**src/rtl/t_inst_wide_ser.sv**
```systemverilog
// Wide-word to narrow-beat serializer: one packed word in, NBEATS beats out, LSB beat first.
// Optional macro T_WIDE_SER_PARITY_EN appends an XOR parity beat to every word.
module t_inst_wide_ser #(
    parameter int WIDTH = 104,
    parameter int BEAT  = 8
) (
    input  logic             clk,
    input  logic             reset_l,
    input  logic             i_valid,
    output logic             i_ready,
    input  logic [WIDTH-1:0] i_data,
    output logic             o_valid,
    input  logic             o_ready,
    output logic [BEAT-1:0]  o_beat,
    output logic             o_first,
    output logic             o_last,
    output logic             o_busy
);

    // Handshake: a transfer happens on a rising edge where valid & ready are both high;
    // valid never waits for ready, and o_beat/o_first/o_last stay stable while o_ready is low.

    localparam int NBEATS = (WIDTH + BEAT - 1) / BEAT;
`ifdef T_WIDE_SER_PARITY_EN
    localparam int NTOTAL = NBEATS + 1;
`else
    localparam int NTOTAL = NBEATS;
`endif
    localparam int PW = NBEATS * BEAT;
    localparam int SW = NTOTAL * BEAT;
    localparam int CW = (NTOTAL > 1) ? $clog2(NTOTAL) : 1;
    localparam logic [CW-1:0] LAST_IDX = CW'(NTOTAL - 1);

    typedef enum logic {
        IDLE,
        SEND
    } state_t;

    state_t          state_q, state_d;
    logic [CW-1:0]   cnt_q, cnt_d;
    logic [SW-1:0]   sh_q, sh_d;
    logic [PW-1:0]   word_pad;
    logic [SW-1:0]   load_val;
    logic            accept;

    // Pad bits above WIDTH are zero so a short final beat is zero-filled.
    always_comb begin
        word_pad = PW'(i_data);
    end

`ifdef T_WIDE_SER_PARITY_EN
    logic [BEAT-1:0] par;
    always_comb begin
        par = '0;
        for (int k = 0; k < NBEATS; k++) begin
            par = par ^ word_pad[k*BEAT +: BEAT];
        end
        load_val = {par, word_pad};
    end
`else
    always_comb begin
        load_val = word_pad;
    end
`endif

    assign o_valid = (state_q == SEND);
    assign o_busy  = (state_q == SEND);
    assign o_beat  = sh_q[BEAT-1:0];
    assign o_first = (state_q == SEND) && (cnt_q == '0);
    assign o_last  = (state_q == SEND) && (cnt_q == LAST_IDX);
    // Accepting on the last-beat transfer lets back-to-back words run with no idle cycle.
    assign i_ready = (state_q == IDLE) | (o_last & o_ready);
    assign accept  = i_valid & i_ready;

    always_ff @(posedge clk or negedge reset_l) begin
        if (!reset_l) begin
            state_q <= IDLE;
            cnt_q   <= '0;
            sh_q    <= '0;
        end else begin
            state_q <= state_d;
            cnt_q   <= cnt_d;
            sh_q    <= sh_d;
        end
    end

    always_comb begin
        state_d = state_q;
        cnt_d   = cnt_q;
        sh_d    = sh_q;
        if (accept) begin
            state_d = SEND;
            cnt_d   = '0;
            sh_d    = load_val;
        end else if ((state_q == SEND) && o_ready) begin
            if (o_last) begin
                state_d = IDLE;
                cnt_d   = '0;
                sh_d    = '0;
            end else begin
                sh_d  = sh_q >> BEAT;
                cnt_d = cnt_q + CW'(1);
            end
        end
    end

endmodule

```
**config.mk**
```make
export PLATFORM = sky130hd
export DESIGN_NAME = t_inst_wide_ser
export DESIGN_NICKNAME = d
export VERILOG_FILES = /design/src/rtl/t_inst_wide_ser.sv
export SDC_FILE = /design/constraint.sdc
export NUM_CORES = 1
export LEC_CHECK = 0
export CAP_MARGIN = 0
export CORE_ASPECT_RATIO = 1.75
export CORE_MARGIN = 2
export CORE_UTILIZATION = 40
export DETAILED_ROUTE_END_ITERATION = 16
export GPL_ROUTABILITY_DRIVEN = 0
export PLACE_DENSITY = 0.67
export SLEW_MARGIN = 20
export SYNTH_ARGS = -nofsm -noshare
export SYNTH_HDL_FRONTEND = slang
export SYNTH_SLANG_ARGS = --single-unit
```
**constraint.sdc**
```tcl
create_clock -name clk -period 2.3 [get_ports clk]
set_clock_uncertainty 0.05 [all_clocks]
set_input_delay 0.46 -clock clk [delete_from_list [all_inputs] [get_ports clk]]
set_output_delay 0.46 -clock clk [all_outputs]
set_load 0.005 [all_outputs]
```
---- Word-level counts from Yosys, hierarchy flattened ----
Cells that the tools add are included.
storage, ports and cells
  flip-flop bits (word level) ............. 109
  bits in latches ......................... 0
  bits in writable memories ............... 0
  ROM bits ................................ 0
  output and inout bits ................... 13
  logic and storage cells ................. 25
  memories ................................ 0
operators by class
  add/sub/neg operators ................... 1
  multipliers ............................. 0
  divide/modulo/power cells ............... 0
  $lt $le $gt $ge ......................... 0
  equal/unequal tests ..................... 1
  shift-type cells ........................ 0
  muxes and demuxes ....................... 9
  bitwise logic cells ..................... 4
  reduce and logical (&&, ||, !) cells .... 7
operator list
  cell                   count
  $mux W104              2
  $mux W96               1
  $mux W4                3
  $add A4 B1 Y4 const B  1
  $eq A4 B4 Y1 const B   1
  $logic_not A4 Y1       1
  $reduce_bool A2 Y1     2
  $logic_and A1 B1 Y1    3
  $mux W1                3
  $and A1 B1 Y1          2
  $reduce_and A2 Y1      1
  $not A1 Y1             1
  $or A1 B1 Y1           1

---- Depth between registers and ports, before layout ----
  depth after elaboration ................. 7
  depth in mapped cells ................... 7
  depth with buffers taken out ............ 5

---- Worst setup path after synthesis ----
No wires, ideal clock.
  path kind ............................... flip-flop to flip-flop
  from .................................... register cnt_q[0]
  to ...................................... register sh_q[54]
  arrival ................................. 1496 ps
  required time ........................... 2124 ps
  path slack .............................. 628 ps
  cell stages (with the launch flop) ...... 8
  buffers on the path ..................... 2
  path through ............................ dfrtp_1 -> inv_1 -> ha_1 -> and3_1 -> nor2_2 -> buf_6 -> buf_6 -> a221o_1
on the way
  cells in the longest elaborated chain, start to end .. 6
  elaborated cells between the ends (all ways) .. 9
  classes of those cells .................. eq/ne (1); mux (3); bitwise (3); reduce/logical (2)
ends and longest elaborated chain
  what                                             line  source
  start: declaration                               40    logic [CW-1:0] cnt_q, cnt_d;
  start signal: assignment                         82    cnt_q <= cnt_d;
  $eq A4 B4 Y1 (*)                                 70    assign o_last = (state_q == SEND) && (cnt_q == LAST_IDX);
  $logic_and A1 B1 Y1 (*)                          70
  $and A1 B1 Y1                                    72    assign i_ready = (state_q == IDLE) | (o_last & o_ready);
  $or A1 B1 Y1                                     72
  $and A1 B1 Y1                                    73    assign accept = i_valid & i_ready;
  $mux W104 or $reduce_bool A2 Y1 (tied branches)  -
  end signal: assignment                           79    sh_q <= '0;
  end signal: assignment                           83    sh_q <= sh_d;
  end: declaration                                 41    logic [SW-1:0] sh_q, sh_d;
Every way passes the cells marked *; elsewhere a longest branch is shown, timed or not. The select of a mux whose other input is x is not followed.
A chain may end at the register's enable or synchronous reset.

---- Final worst setup path ----
  from .................................... input o_ready
  to ...................................... output i_ready
on the way
  cells in the longest elaborated chain, start to end .. 2
ends and longest elaborated chain
  what                line  source
  start: declaration  13    input logic o_ready,
  $and A1 B1 Y1       72
  $or A1 B1 Y1        72
  end: declaration    10    output logic i_ready,
Every way passes these cells.

==> key figures <==
Run status
  • Outcome: finished clean

Power and ir drop
  • Internal: 4.80 mW
  • Switching share of power: 0.278
  • Peak supply drop: 445 µV
  • Pwr Total: 6.64 mW
  • Combinational Power Share: 0.285
  • Net switching power: 1.84 mW
  • Pwr Density: 1020 nW/µm²
  • Clock power share: 0.254
  • Leakage: 2.93 nW
  • Reg power frac: 0.461

Clock tree
  • Total CTS buffers: 9
  • H-tree Lvls: 3
  • CTS tree: done
  • Clk slew on worst S/H paths: 70 ps
  • Root Driver: clkbuf_16
  • Clk sinks: 109
  • Clock Latency Late Sink: 350 ps
  • Max clock buf depth: 2

Route
  • Routed vias/inst: 5.73
  • Drt first pass iters: 5
  • Post-Route WL: 12,100 µm
  • Vias: 3,624
  • Wirelength per Cell: 19.2 µm
  • DRT antenna net count: 0
  • Initial DRC Count: 245
  • Drt drc: 0

Floorplanning
  • Io pins: 121
  • Initial Util: 0.407
  • Chip Width: 87.1 µm
  • Chip height: 149 µm
  • Die Area: 13,000 µm²
  • Core region area: 11,900 µm²
  • Rows: 53

STA
  • Fmax: 451 MHz
  • WHS: 449 ps
  • Max Slew Vio Count: 0
  • Min cycle time layout: 2220 ps
  • Tcrit/Tclk final: 0.963
  • Worst slew margin: 0.750
  • Final setup fails: 0
  • Fin. Hold Viols: 0
  • Final setup TNS: 0 ps
  • Worst slew pin tran: 375 ps

Worst setup path
  • Critical path launch point type: input port
  • Worst-path cell chain: clkdlybuf4s50_1 > nand4_1 > nand2_1 > clkdlybuf4s50_1
  • Arr. time, crit path: 1710 ps
  • Buffers plus inverters on the worst setup path: 2
  • Delay-heaviest family, CP: buffers and inverters
  • Crit path required time: 1790 ps
  • Crit. End Element: primary output
  • Most common cell on crit path: clkdlybuf4s50_1
  • CP Class: in2out
  • Crit Path Max Fanout: 2
  • Max incr delay on CP: 510 ps
  • CP max stage cell: clkdlybuf4s50_1

Synthesis
  • Synth unique cells: 29
  • Most area-consuming cells after synthesis: dfrtp_1, a221o_1, and2_1
  • Syn_area_per_cell: 12.6 µm²
  • Mapped Nets: 493
  • Main synth FF type: dfrtp_1
  • Post-synth EDFFs: 0
  • Post-Syn Instances: 383
  • Most frequent cells after synthesis: dfrtp_1, a221o_1, and2_1
  • Sequential area share after synthesis: 0.565
  • Synth warn: 0
  • Post-synth top area cell: dfrtp_1
  • Yosys top cell area share: 0.565
  • Mapped Area: 4830 µm²
  • Synthesized flop and latch total: 109
  • Count leader, synth: dfrtp_1
  • Synth async-reset ratio: 1.00

Final layout
  • Final #Nets: 600
  • Fin area: 6520 µm²
  • Antenna diode count: 0
  • Layout Cells excl Fill: 632
  • Fraction of layout cells with a size suffix above 1: 0.0828
  • P&R area growth vs syn: 35.0%

Place
  • Port-buffer cells: 120
  • Dpl cell area: 6130 µm²
  • Placed cells: 611
  • Final HPWL from detailed placement: 7860 µm

Flow run
  • Maxcap violations: 0

Global routing
  • Initial antenna violation count: 0
  • Global route overflow: 0
  • First-pass GRT wire length: 19,300 µm
  • Vias in the first global route: 3,640
  • Largest net degree at the start of global routing: 86
  • All-Layer GR Usage: 0.192

Worst hold path
  • Hold crit path type: reg2reg
-- per-layer routing --
layer	routed length [µm]	global-route usage	vias to the layer above
met4	328	0.0820	0
met1	5260	0.262	1841
met3	491	0.0321	17
met2	6040	0.299	102
met5	0	0	-
li1	-	-	1664
-- power by group through the flow --
stage                     logic [mW]  registers [mW]  clock network [mW]
after floorplan                 1.32            2.91                   0
after global placement          1.78            3.07                   0
after detailed placement        1.83            3.09                   0
after CTS                       1.91            3.06                1.72
after global routing            2.09            3.15                1.79
final                           1.89            3.06                1.69
-- logic make-up after synthesis --
family / synth area share
simple gates: 0.145
buf+inv: 0.0565
flops: 0.565
fa+ha+maj: 0.00518
compound gates: 0.224
mux: 0.00518
-- stage by stage --
| stage | utilization | setup WS, ps |
|---|---|---|
| after global routing | 0.549 | -6.74 |
| after global placement | 0.517 | 92.5 |
| after floorplan | - | 628 |
| after detailed placement | 0.517 | 91.6 |
| final | 0.549 | 84.1 |
| after CTS | 0.548 | 10.8 |
-- timing repair --
| action | in CTS | in global routing |
|---|---|---|
| hold buffers | 1 | 0 |
| endpoints found under the setup margin | 3 | 1 |
| gates resized for setup | 3 | 3 |
| pin swaps | 1 | 0 |
| setup buffers | 3 | 1 |
| endpoints found under the hold margin | 24 | 0 |
-- path summary, 6_finish.rpt --
kind | start | to | slack, ps | cells after the start
min in group asynchronous | reset_l | cnt_q[3]$_DFFE_PN0P_ | 520 | 2
min | sh_q[34]$_DFFE_PN0P_ | sh_q[26]$_DFFE_PN0P_ | 450 | 1
max | o_ready | i_ready | 80 | 4
max in group asynchronous | reset_l | sh_q[51]$_DFFE_PN0P_ | 1070 | 3
min reg2reg | sh_q[34]$_DFFE_PN0P_ | sh_q[26]$_DFFE_PN0P_ | 450 | 1
max reg2reg | o_busy$_DFFE_PN0P_ | sh_q[92]$_DFFE_PN0P_ | 530 | 5
-- worst reg2reg max path: cells and delay by family (launching register included) --
family	cells	cell delay, ps
simple gates	1	250
flops	1	470
compound gates	1	270
mux	1	200
buf+inv	2	410
-- cell type report --
cell class	instances	area, µm²
sequential	109	2730
fill	1016	5350
inverter	3	11.3
multi-input combinational	229	1870
timing repair buffer	138	1410
tap	137	171
clock inverter	5	83.8
clock buffer	11	243
-- registers in the layout (all words and copies together), names as in the netlist --
name	cells
sh_q	104
cnt_q	4
o_busy	1
-- cell usage in the layout (no fill, tap or decap), drive strengths merged --
cell type and instances:
nor2 2, inv 3, a221o 96, o211ai 1, o311ai 1, and3 1, a22o 8, nand4 1
mux2i 1, nor2b 1, dlymetal6s2s 1, buf 18, nand3 3, clkdlybuf4s50 118, nand2b 1, clkinvlp 2
ha 2, a21o 1, a21oi 1, dfrtp 109, nand2 5, and2 97, clkbuf 11, mux2 1
nor3 1, clkinv 1, o21ai 2, bufinv 2, nand4b 2, dlygate4sd3 1, a21boi 1
Power figures use the tool's default switching activity.
